==> src/rtl/oai_capture_pkg.sv <==
// Shared definitions for the OAI result capture stage.
//   WIDTH  : result vector width (netlist C port)
//   SLICE  : bits per netlist slice
//   NSLICE : number of complete slices (bit WIDTH-1 = 40 is outside all slices)
//   oai_entry_t : FIFO payload, result word plus its change mask
//   slice_chg   : per-slice difference mask between two result words
package oai_capture_pkg;

    localparam int unsigned WIDTH  = 41;
    localparam int unsigned SLICE  = 4;
    localparam int unsigned NSLICE = WIDTH / SLICE;

    typedef struct packed {
        logic [WIDTH-1:0]  data;
        logic [NSLICE-1:0] chg;
    } oai_entry_t;

    // Flags every complete slice whose bits differ; leftover high bits are ignored
    function automatic logic [NSLICE-1:0] slice_chg(input logic [WIDTH-1:0] a,
                                                    input logic [WIDTH-1:0] b);
        logic [NSLICE-1:0] m;
        m = '0;
        for (int k = 0; k < int'(NSLICE); k++) begin
            m[k] = |(a[k*SLICE +: SLICE] ^ b[k*SLICE +: SLICE]);
        end
        return m;
    endfunction

endpackage

==> src/rtl/oai_capture_fifo.sv <==
// Show-ahead FIFO of oai_entry_t with wrap-bit pointers.
// Ports:
//   clk, rst       : rising-edge clock, async active-high reset (clears all entries)
//   i_push/i_wdata : write request and payload (ignored when full)
//   i_pop          : read request (ignored when empty)
//   o_rdata        : head entry, read combinationally
//   o_full/o_empty : occupancy flags
//   o_level        : number of stored entries
module oai_capture_fifo
    import oai_capture_pkg::*;
#(
    parameter int unsigned DEPTH = 4
) (
    input  logic                     clk,
    input  logic                     rst,
    input  logic                     i_push,
    input  oai_entry_t               i_wdata,
    input  logic                     i_pop,
    output oai_entry_t               o_rdata,
    output logic                     o_full,
    output logic                     o_empty,
    output logic [$clog2(DEPTH):0]   o_level
);

    localparam int unsigned AW = $clog2(DEPTH);
    localparam int unsigned PW = AW + 1;

    oai_entry_t        r_mem [DEPTH];
    logic [PW-1:0]     r_wp;
    logic [PW-1:0]     r_rp;
    logic              w_do_push;
    logic              w_do_pop;

    // Full when the pointers differ only in the wrap bit
    assign o_empty   = (r_wp == r_rp);
    assign o_full    = ((r_wp ^ r_rp) == {1'b1, {AW{1'b0}}});
    assign o_level   = r_wp - r_rp;
    assign o_rdata   = r_mem[r_rp[AW-1:0]];
    assign w_do_push = i_push && !o_full;
    assign w_do_pop  = i_pop && !o_empty;

    // Storage and pointers; all entries cleared so the head reads zero in reset
    always_ff @(posedge clk or posedge rst) begin
        if (rst) begin
            r_wp <= '0;
            r_rp <= '0;
            for (int i = 0; i < int'(DEPTH); i++) begin
                r_mem[i] <= '0;
            end
        end else begin
            if (w_do_push) begin
                r_mem[r_wp[AW-1:0]] <= i_wdata;
                r_wp                <= r_wp + PW'(1);
            end
            if (w_do_pop) begin
                r_rp <= r_rp + PW'(1);
            end
        end
    end

endmodule

==> src/rtl/oai_result_capture.sv <==
// Capture stage for the OAI222 slice netlist C result vector.
// Queues each accepted word with a mask of the slices that changed since the
// previously accepted word.
// Optional feature macro: OAI_CAPTURE_PARITY_EN adds out_par (per-slice
// even parity of the head word, combinational, not stored).
// Ports:
//   clk, rst            : rising-edge clock, async active-high reset
//   in_c/in_valid       : result word from the netlist and its valid
//   in_ready            : word accepted this cycle when in_valid is high
//   out_data/out_chg    : head word and its change mask
//   out_par             : head per-slice parity (macro builds only)
//   out_valid/out_ready : head valid and consumer take
//   level               : current occupancy
module oai_result_capture
    import oai_capture_pkg::*;
#(
    parameter int unsigned WIDTH  = oai_capture_pkg::WIDTH,
    parameter int unsigned SLICE  = oai_capture_pkg::SLICE,
    parameter int unsigned NSLICE = WIDTH / SLICE,
    parameter int unsigned DEPTH  = 4
) (
    input  logic                   clk,
    input  logic                   rst,
    input  logic [WIDTH-1:0]       in_c,
    input  logic                   in_valid,
    output logic                   in_ready,
    output logic [WIDTH-1:0]       out_data,
    output logic [NSLICE-1:0]      out_chg,
`ifdef OAI_CAPTURE_PARITY_EN
    output logic [NSLICE-1:0]      out_par,
`endif
    output logic                   out_valid,
    input  logic                   out_ready,
    output logic [$clog2(DEPTH):0] level
);

    logic [WIDTH-1:0] r_ref;
    logic             w_full;
    logic             w_empty;
    logic             w_push;
    logic             w_pop;
    oai_entry_t       w_wentry;
    oai_entry_t       w_head;

    assign in_ready  = !w_full && !rst;
    assign out_valid = !w_empty;
    assign w_push    = in_valid && in_ready;
    assign w_pop     = out_valid && out_ready;

    assign w_wentry.data = in_c;
    assign w_wentry.chg  = slice_chg(in_c, r_ref);

    assign out_data = w_head.data;
    assign out_chg  = w_head.chg;

    // Reference word: last accepted input, zero after reset
    always_ff @(posedge clk or posedge rst) begin
        if (rst) begin
            r_ref <= '0;
        end else if (w_push) begin
            r_ref <= in_c;
        end
    end

    oai_capture_fifo #(
        .DEPTH (DEPTH)
    ) u_fifo (
        .clk     (clk),
        .rst     (rst),
        .i_push  (w_push),
        .i_wdata (w_wentry),
        .i_pop   (w_pop),
        .o_rdata (w_head),
        .o_full  (w_full),
        .o_empty (w_empty),
        .o_level (level)
    );

`ifdef OAI_CAPTURE_PARITY_EN
    // Per-slice parity of the head word
    always_comb begin
        out_par = '0;
        for (int k = 0; k < int'(NSLICE); k++) begin
            out_par[k] = ^out_data[k*SLICE +: SLICE];
        end
    end
`else
    // No parity output in this build
`endif

endmodule

==> config.mk <==
export PLATFORM = sky130hd
export DESIGN_NAME = oai_result_capture
export DESIGN_NICKNAME = d
export VERILOG_FILES = /design/src/rtl/oai_capture_pkg.sv /design/src/rtl/oai_capture_fifo.sv /design/src/rtl/oai_result_capture.sv
export SDC_FILE = /design/constraint.sdc
export NUM_CORES = 1
export LEC_CHECK = 0
export ABC_CLOCK_PERIOD_IN_PS = 9900
export CORE_ASPECT_RATIO = 0.5
export CORE_MARGIN = 8
export CORE_UTILIZATION = 50
export CTS_CLUSTER_DIAMETER = 60
export DETAILED_ROUTE_END_ITERATION = 8
export PLACE_DENSITY_LB_ADDON = 0.12
export SLEW_MARGIN = 20
export SYNTH_ARGS = -nofsm -noshare
export SYNTH_HDL_FRONTEND = slang
export SYNTH_SLANG_ARGS = --single-unit
export TNS_END_PERCENT = 20
==> constraint.sdc <==
create_clock -name clk -period 9.9 [get_ports clk]
set_clock_uncertainty 0.2 [all_clocks]
set_input_delay 0.99 -clock clk [delete_from_list [all_inputs] [get_ports clk]]
set_output_delay 0.99 -clock clk [all_outputs]
set_load 0.01 [all_outputs]
==> out/metrics.csv <==
metric,value,unit
WL/cell,20.3,um
Mean Syn Cell Area,16.8,um2
final period utilization,0.425,
Layout Nets,818,
clock latency on the worst-skew pair,0.51,ns
Port Buffers,100,
Synthesized Nets,721,
post-synthesis sequential element count,250,
antenna-violating nets left,0,
Peak Freq,238,MHz
I/O pins,101,
gr busiest metal,met2,
routed wire length,21900,um
Starting Density,0.514,
Die H,122,um
Rows,38,
CTS Buf Count,23,
CTS Hold Bufs,0,
# H-tree levels,1,
PwrDens,349,nW/um2
largest net degree at the start of global routing,126,
Die ar.,27800,um2
met2 usage,0.253,
Diodes inserted,0,
Hold Path Class,flip-flop to flip-flop,
crit start category,flip-flop,
count of cell types in the netlist,25,
Total GRT Usage,0.160,
cells after synthesis,668,
initial antenna violation count,0,
critical path class,flip-flop to output pin,
count of final max-slew check failures,0,
Synth Warn #,0,
max cap viols,0,
hpwl dp,13300,um
CTS root buffer,clkbuf_16,
post-synthesis sequential area ratio,0.556,
detailed-route via count,5900,
Critical Path RT,8.71,ns
CP endpoint kind,output pin,
postcts setup bufs,0,
CTS tree,done,
TritonRoute pass-1 iters,4,
R2R Setup Slk,6.47,ns
Fin. Hold Viols,0,
first-pass GRT wire length,36100,um
worst-margin pin slew,0.941,ns
worst hold slack,0.292,ns
GPL Wtd Cong,0.708,
Clock transition at path regs,0.06,ns
# fillers,1702,
final setup fails,0,
TNS Setup,0,ns
Max VDD drop,0.151,mV
met1 Use GR,0.232,
Total Power,0.00458,W
P_leak,5.26,nW
fin crit period,4.20,ns
outcome,"complete, no violations",
relative max-transition margin,0.371,
Overflow after GRT,0,
register area,6260,um2
critical path arrival,3.01,ns
placeable core area,21900,um2
DRC Markers,0,
vias in the first global route,6310,
Crit Path Max Fanout,46,
fin util,0.599,
RSZ-0062 raised after global routing,false,
CTS-repair resized insts,0,
met3 usage,0.0316,
layout cell share with drive strength beyond 1,0.424,
CTS Buffer Depth,3,
Layout area overhead,16.5,%
Avg Vias per Cell,5.47,
Synth Cell Area,11200,um2
Die X,228,um
clock net sink count,250,
DRT iter0 DRCs,292,
Multi-input gate area,4650,um2
cells in the mapped netlist, drive strengths merged:
| library cell | n | area share |
|---|---|---|
| o21ai | 1 | 0.00078 |
| nor2 | 2 | 0.00067 |
| fa | 1 | 0.0018 |
| a31oi | 1 | 0.00056 |
| inv | 7 | 0.0023 |
| ha | 7 | 0.0078 |
| xnor2 | 45 | 0.037 |
| o211ai | 4 | 0.0076 |
| a31o | 1 | 0.00078 |
| nand4 | 10 | 0.0056 |
| dfrtp | 250 | 0.56 |
| nand3 | 1 | 0.00044 |
| buf | 35 | 0.027 |
| mux4 | 51 | 0.10 |
| xor2 | 1 | 0.00078 |
| nand2 | 2 | 0.00067 |
| mux2 | 246 | 0.25 |
| clkbuf | 2 | 0.00078 |
| nor2b | 1 | 0.00056 |
metal layers:
metal | wire (um) | vias to the layer above
met2 | 10300 | 62
li1 | - | 2644
met1 | 10700 | 3178
met3 | 619 | 16
met4 | 268 | 0
met5 | 0 | -
power by group:
part           internal (W)  leakage, nW  switching [W]
sequential          0.00151         2.89       0.000260
combinational       0.00119         2.02       0.000760
clock              0.000484        0.354       0.000369
total               0.00319         5.26        0.00139
logic make-up after synthesis:
logic type	count (synthesis)	synth area share
xor+xnor	46	0.0375
simple gates	16	0.00790
compound gates	7	0.00968
buf+inv	44	0.0304
mux	297	0.349
fa+ha+maj	8	0.00957
flops	250	0.556
worst paths after layout:
kind | start | to | depth (start not counted)
setup / recovery | u_fifo.r_rp[1] | out_data[9] | 3
setup reg to reg | u_fifo.r_rp[1] | u_fifo.r_mem[95] | 6
hold reg to reg | u_fifo.r_mem[197] | u_fifo.r_mem[197] | 1
min in group asynchronous | rst | r_ref[37] | 2
max in group asynchronous | rst | u_fifo.r_mem[121] | 4
hold / removal | u_fifo.r_mem[197] | u_fifo.r_mem[197] | 1
critical path: stages (launching register included):
cell and delay [ns]:
dfrtp_4 0.55, buf_4 0.77, mux4_2 0.65, clkdlybuf4s50_1 0.51
state kept, by name, indices dropped and copies added (netlist names):
register,flops
u_fifo.r_mem,204
r_ref,40
u_fifo.r_rp,3
u_fifo.r_wp,3
final cells by class:
cell class | instances | share of cell area
clock buffers | 33 | 0.0498
clock inverters | 6 | 0.00449
inverters | 7 | 0.00258
multi-input cells | 374 | 0.355
flip-flops and latches | 250 | 0.478
well taps | 300 | 0.0286
repair buffers | 109 | 0.0815
layout by cell type (no fill, tap or decap), types with 2 or more instances in the layout:
master and count:
dfrtp_1 248, nand4_1 10, mux4_2 51, clkbuf_16 23
clkbuf_1 6, nor2_1 2, clkinv_2 4, xnor2_1 44
buf_4 9, clkdlybuf4s50_1 100, clkbuf_8 4, inv_1 6
nand2_1 2, mux2_1 19, ha_1 7, o211ai_4 4
mux2_2 227
metrics by stage:
| stage | cells | setup slack, ns | cell area, um2 |
|---|---|---|---|
| 2_1_floorplan | 668 | 1.84 | 11200 |
| 3_3_place_gp | 1040 | 5.80 | 12400 |
| 3_5_place_dp | 1040 | 5.74 | 12400 |
| 4_1_cts | 1079 | 5.57 | 13100 |
| 5_1_grt | 1079 | 5.49 | 13100 |
| 6_report | 1079 | 5.70 | 13100 |
(Power assumes the default switching activity.)
